==> config.mk <==
export PLATFORM = sky130hd
export DESIGN_NAME = parity_serial_tx
export DESIGN_NICKNAME = d
export VERILOG_FILES = /design/src/rtl/parity_serial_tx.sv
export SDC_FILE = /design/constraint.sdc
export NUM_CORES = 1
export LEC_CHECK = 0
export ABC_AREA = 1
export CAP_MARGIN = 40
export CORE_MARGIN = 3
export CORE_UTILIZATION = 48
export DETAILED_ROUTE_END_ITERATION = 6
export HOLD_SLACK_MARGIN = 0.06
export PLACE_DENSITY = 0.75
export SKIP_LAST_GASP = 1
export SLEW_MARGIN = 20
export SYNTH_ARGS = -nofsm -noshare
export SYNTH_HDL_FRONTEND = slang
export SYNTH_SLANG_ARGS = --single-unit
==> constraint.sdc <==
create_clock -name clk -period 1.5 [get_ports clk]
set_input_delay 0.225 -clock clk [delete_from_list [all_inputs] [get_ports clk]]
set_output_delay 0.225 -clock clk [all_outputs]
set_load 0.1 [all_outputs]
==> src/rtl/parity_serial_tx.sv <==
// Serial transmitter for a data word plus its even-parity bit: start, data LSB first, parity, stop.
// Optional macro PARITY_SERIAL_TX_PAR_CHECK_EN recomputes parity at accept and flags mismatches.
module parity_serial_tx #(
  parameter int SIZE         = 8,
  parameter int CLKS_PER_BIT = 4
) (
  input  logic            clk,
  input  logic            rst_n,
  input  logic [SIZE-1:0] data,
  input  logic            par,
  input  logic            valid,
  output logic            ready,
  output logic            tx,
  output logic            busy,
  output logic            frame_done,
  output logic            par_err
);

  localparam int CW = (CLKS_PER_BIT > 1) ? $clog2(CLKS_PER_BIT) : 1;
  localparam int IW = (SIZE > 1) ? $clog2(SIZE) : 1;
  localparam logic [CW-1:0] CNT_LAST = CW'(CLKS_PER_BIT - 1);
  localparam logic [CW-1:0] CNT_PEN  = (CLKS_PER_BIT > 1) ? CW'(CLKS_PER_BIT - 2) : '0;
  localparam logic [IW-1:0] IDX_LAST = IW'(SIZE - 1);

  typedef enum logic [2:0] {IDLE, START, DATA, PARITY, STOP} state_e;

  state_e          state_q;
  logic [CW-1:0]   cnt_q;
  logic [IW-1:0]   idx_q;
  logic [SIZE-1:0] shreg_q;
  logic [SIZE-1:0] shreg_nxt;
  logic            par_q;
  logic            tx_q;
  logic            frame_done_q;
  logic            par_tx;
  logic            bit_last;

  assign ready      = (state_q == IDLE);
  assign busy       = (state_q != IDLE);
  assign tx         = tx_q;
  assign frame_done = frame_done_q;
  assign bit_last   = (cnt_q == CNT_LAST);
  assign shreg_nxt  = shreg_q >> 1;

`ifdef PARITY_SERIAL_TX_PAR_CHECK_EN
  logic par_err_q;
  // Line always carries the recomputed parity; the incoming bit only feeds the error flag.
  assign par_tx  = ^data;
  assign par_err = par_err_q;

  always_ff @(posedge clk or negedge rst_n) begin
    if (!rst_n) begin
      par_err_q <= 1'b0;
    end else if (valid && ready) begin
      par_err_q <= (par_tx != par);
    end
  end
`else
  assign par_tx  = par;
  assign par_err = 1'b0;
`endif

  // tx and frame_done are registered: each transition loads the value of the bit being entered.
  always_ff @(posedge clk or negedge rst_n) begin
    if (!rst_n) begin
      state_q      <= IDLE;
      cnt_q        <= '0;
      idx_q        <= '0;
      shreg_q      <= '0;
      par_q        <= 1'b0;
      tx_q         <= 1'b1;
      frame_done_q <= 1'b0;
    end else begin
      frame_done_q <= 1'b0;
      case (state_q)
        IDLE: begin
          tx_q <= 1'b1;
          if (valid) begin
            state_q <= START;
            shreg_q <= data;
            par_q   <= par_tx;
            cnt_q   <= '0;
            idx_q   <= '0;
            tx_q    <= 1'b0;
          end
        end
        START: begin
          if (bit_last) begin
            state_q <= DATA;
            cnt_q   <= '0;
            tx_q    <= shreg_q[0];
          end else begin
            cnt_q <= cnt_q + CW'(1);
          end
        end
        DATA: begin
          if (bit_last) begin
            cnt_q <= '0;
            if (idx_q == IDX_LAST) begin
              state_q <= PARITY;
              tx_q    <= par_q;
            end else begin
              shreg_q <= shreg_nxt;
              idx_q   <= idx_q + IW'(1);
              tx_q    <= shreg_nxt[0];
            end
          end else begin
            cnt_q <= cnt_q + CW'(1);
          end
        end
        PARITY: begin
          if (bit_last) begin
            state_q      <= STOP;
            cnt_q        <= '0;
            tx_q         <= 1'b1;
            frame_done_q <= (CLKS_PER_BIT == 1);
          end else begin
            cnt_q <= cnt_q + CW'(1);
          end
        end
        STOP: begin
          if (bit_last) begin
            state_q <= IDLE;
            cnt_q   <= '0;
            idx_q   <= '0;
            tx_q    <= 1'b1;
          end else begin
            cnt_q        <= cnt_q + CW'(1);
            frame_done_q <= (cnt_q == CNT_PEN);
          end
        end
        default: begin
          state_q <= IDLE;
          tx_q    <= 1'b1;
        end
      endcase
    end
  end

endmodule

### After elaboration in Yosys (flattened, before gate mapping)

Index checks and enable logic that the tools add are counted.
W data, S select, Z words.

* add/subtract/negate cells: 2
* equality and inequality tests: 15
* muxes and demuxes: 26
* reductions and logical operators: 13

Operators by type and width (number)
* $mux W3: 9
* $mux W8: 3
* $pmux W8 S2: 1
* $pmux W3 S5: 1
* $ne A2 B2 Y1 const B: 7
* $pmux W3 S3: 1
* $mux W1: 7
* $eq A3 B2 Y1 const B: 2
* $eq A3 B3 Y1 const B: 2
* $reduce_and A6 Y1: 1
* $reduce_bool A3 Y1: 2
* $reduce_and A5 Y1: 1
* $eq A2 B2 Y1 const B: 2
* $mux W2: 2
* $pmux W1 S4: 1
* $pmux W2 S2: 1
* $reduce_and A2 Y1: 2
* $reduce_and A4 Y1: 1
* $reduce_bool A2 Y1: 2
* $reduce_or A4 Y1: 1
* $add A3 B1 Y3 const B: 1
* $eq A3 B1 Y1 const B: 1
* $logic_not A3 Y1: 1
* $reduce_and A3 Y1: 1
* 3 further kinds: 3

* flip-flop bits (word level): 19
* bits of input ports: 12
* output and inout port bits: 5
* word-level logic and storage cells: 63

### Logic depth before layout (Yosys ltp)

* word-level depth: 4
* depth in mapped cells: 9
* mapped depth without buffers: 8

### Worst setup path after synthesis

Ideal clock, no wire load.

* path kind: reg2reg
* start point: reg state_q[0]
* end point: reg par_q
* library setup time: 0.128 ns
* arrival: 2.962 ns
* data required time: 1.372 ns
* slack: -1.590 ns
* cell stages (with the launch flop): 7
* buffers on the path: 0
* period minus slack after synthesis: 3.090 ns
* path through: dfrtp_1 -> inv_1 -> nand2_1 -> nor2_1 -> inv_2 -> o21ai_0 -> nand2_1

* word-level cells in the longest chain between the ends: 2

Ends and longest elaborated chain
* from (decl): line 27 `state_e state_q;`
* from (signal assigned): line 66 `state_q <= IDLE;`
* from (signal assigned): line 79 `state_q <= START;`
* from (signal assigned): line 89 `state_q <= DATA;`
* $logic_not A3 Y1
* named net ready: line 12 `output logic ready,`
* $reduce_and A2 Y1 (no source line)
* to (signal assigned): line 81 `par_q <= par_tx;`
* to (decl): line 32 `logic par_q;`

The timed path passes the listed nets, and every way through them passes these cells.
A chain may end at the register's enable or synchronous reset.

### Final worst setup path

* start point: reg state_q[0]
* end point: out ready

* word-level cells in the longest chain between the ends: 1

Ends and longest elaborated chain
* $logic_not A3 Y1: line 38 `assign ready = (state_q == IDLE);`
* to (decl): line 12

Every way passes these cells.

==> impl_metrics.csv <==
group,metric,value,unit
outcome,outcome,"complete, but fails checks",
outcome,violations,"setup timing",
detailed_routing,drtAntennaViolNets,0,
layout,post_route_cells_drive_above_1_share,32.4,%
detailed_routing,first_pass_iters,4,
setup_path,path_class,"reg -> out",
synth,ys.warnings.count,0,
global_routing,grt_max_degree,20,
synth,yosys_register_bits,19,
setup_path,worst-endpoint-arrival,1300,ps
floorplan,die_w,55.4,um
timing,skew,3.66,ps
layout,antenna_cells,0,
global_routing,overflow,0,
synth,mappedNetlistArea,1170,um^2
global_routing,track_usage,17.7,%
layout,stdcell_count,207,
pwr,internal-power,1.88,mW
place,hpwlAfterDp,1800,um
floorplan,die_h,55.4,um
timing,tns,-38.5,ps
floorplan,rows,17,
flow_run,cap_violations,0,
min_path,holdCritPathClass,"in -> async",
place,placed_cell_area,1420,um^2
setup_path,cp_slowest_cell,"dfrtp_2",
synth,yosys-top-cells-area,"dfrtp_1 (38%), nand2_1 (15%), inv_1 (5.4%)",
detailed_routing,wl_per_cell,12.9,um
synth,synth_top_cell_by_area,"dfrtp_1",
detailed_routing,drcViolationCount,0,
pwr,clkPwrFrac,6.8,%
clock_tree,cts_buffer_depth,2,
clock_tree,root_buffer,"clkbuf_4",
clock_tree,cts_buffers,3,
synth,yosysTopAreaCellShare,38.4,%
clock_tree,tritoncts,"yes",
floorplan,dieArea,3070,um^2
clock_tree,htreeDepth,1,
detailed_routing,routed_wl,2670,um
detailed_routing,drt-initial-drc-count,29,
pwr,power_density,2510,nW/um^2
setup_path,worst_setup_path_start_kind,"flip-flop",
timing,period_share,101,%
global_routing,antenna_found_initial,0,
timing,worst_slack,-22.1,ps
setup_path,cp_max_fo,3,
detailed_routing,post_drt_via_cell_ratio,5.13,
timing,slew_viol_final,0,
pwr,leakage,0.796,nW
place,placedCellCount,193,
timing,hold_violations,0,
timing,period_minus_slack,1520,ps
detailed_routing,num_vias,1062,
layout,nNetsFinal,197,
setup_path,crit_path_end_kind,"output pin",
layout,syn_to_final_growth,33.2,%
clock_tree,clk_pin_slew,110,ps
pwr,sw_frac_of_total,52.0,%
place,port-buffer-count,15,
synth,synth_area_per_cell,7.92,um^2
setup_path,required,1270,ps
clock_tree,cts_sinks,19,
synth,synthCells,148,
timing,rsz0062_at_grt,"yes",
pwr,pwr-share-seq,22.7,%
floorplan,ios,17,
floorplan,start_util,52.0,%
synth,synth-seq-area-share,40.7,%
setup_path,cp_cell_sequence,"inv_2 > nand2_4 > nor2_4 > buf_12",
timing,max_freq,657,MHz
setup_path,critPathMaxStageDelay,460,ps
timing,setup_violations,2,
synth,synth_nets,165,
pwr,comb_power_share,70.5,%
clock_tree,clkLatencyLatePin,300,ps
layout,finalInstanceArea,1560,um^2
pwr,ir_drop,1.36,mV
pwr,p_switching,2.04,mW
floorplan,core_area,2250,um^2
global_routing,first_global_vias,1012,
synth,synth_cell_types,25,
place,gp_congestion,0.901,
global_routing,grt_pass1_wl,4400,um
power groups by stage:
stage,Combinational (mW),Clock [mW],Sequential (mW)
3_5_place_dp,2.35,0,0.935
4_1_cts,2.59,0.269,0.880
3_3_place_gp,2.26,0,0.920
5_1_grt,3.02,0.289,0.913
2_1_floorplan,1.78,0,0.988
6_report,2.76,0.266,0.891
state kept, by name, indices dropped and copies added (netlist names):
name / count
cnt_q: 2
frame_done: 1
idx_q: 3
par_q: 1
shreg_q: 8
state_q: 3
tx: 1
through the flow:
step	power [mW]	setup slack, ps	utilization [%]	hold slack (ps)
floorplan	2.77	-197	-	-70.6
global placement	3.18	27.3	63.0	463
detailed placement	3.29	-37.2	63.0	493
CTS	3.73	-17.5	66.8	250
global route	4.22	-66.6	69.3	256
finish	3.92	-22.1	69.3	252
worst paths after layout:
| kind | to | start | slack [ps] | cells past startpoint |
|---|---|---|---|---|
| max in group asynchronous | tx$_DFFE_PN1P_ | rst_n | 990 | 2 |
| setup / recovery | ready | state_q[0]$_DFFE_PN0P_ | -20 | 4 |
| hold / removal | shreg_q[2]$_DFFE_PN0P_ | rst_n | 250 | 2 |
| setup reg to reg | shreg_q[5]$_DFFE_PN0P_ | state_q[2]$_DFFE_PN0P_ | 20 | 7 |
| hold reg to reg | tx$_DFFE_PN1P_ | tx$_DFFE_PN1P_ | 510 | 2 |
| min in group clk | par_q$_DFFE_PN0P_ | par | 480 | 3 |
cell usage after synthesis (all sizes together):
master / count
nand3: 11
dfrtp: 18
inv: 20
conb: 1
buf: 5
ha: 5
nand4: 3
o21ai: 20
a21oi: 1
nand2: 52
dfstp: 1
nor2: 10
nor3: 1
worst max-delay path, delay by kind of cell, from the launching register on:
| family | cells | cell delay [ps] |
|---|---|---|
| flops | 1 | 460 |
| buf+inv | 2 | 300 |
| simple gates | 2 | 230 |
logic make-up after synthesis:
kind of cell	Yosys count	synth area share [%]
simple gates	77	32.0
other cells	1	0.320
compound gates	21	11.2
flops	19	40.7
buf+inv	25	10.5
fa+ha+maj	5	5.34
routing by layer:
layer | vias to the layer above | track usage, % | part of all wire, %
li1 | 530 | - | -
met1 | 502 | 22.8 | 42
met2 | 28 | 30.1 | 53
met3 | 2 | 2.10 | 3.9
met4 | 0 | 6.94 | 0.53
met5 | - | 0 | 0
cells in the final DEF, fill, tap and decap left out, drive strengths merged:
cell type,synthesis,final
conb,1,1
clkdlybuf4s50,0,11
dfrtp,18,18
inv,20,20
buf,5,20
nand2,52,52
clkbuf,0,3
nand3,11,11
nor2,10,11
nand4,3,3
a21oi,1,1
nor3,1,1
o21ai,20,20
ha,5,5
clkinv,0,1
dfstp,1,1
repair_timing:
action,4_1_cts,5_1_grt
gates resized for setup,3,8
setup endpoints to repair,10,14
hold buffers,0,0
setup buffers,5,4
pin swaps,4,3
gates cloned,1,0
area by class of cell:
cell class	count	area, um^2
timing repair buffer	31	310
tap	28	35.0
fill	176	693
sequential	19	479
clock buffer	3	22.5
multi-input combinational	105	624
inverter	20	85.1
clock inverter	1	5.00
No activity file was read; power rests on OpenSTA's default activity.
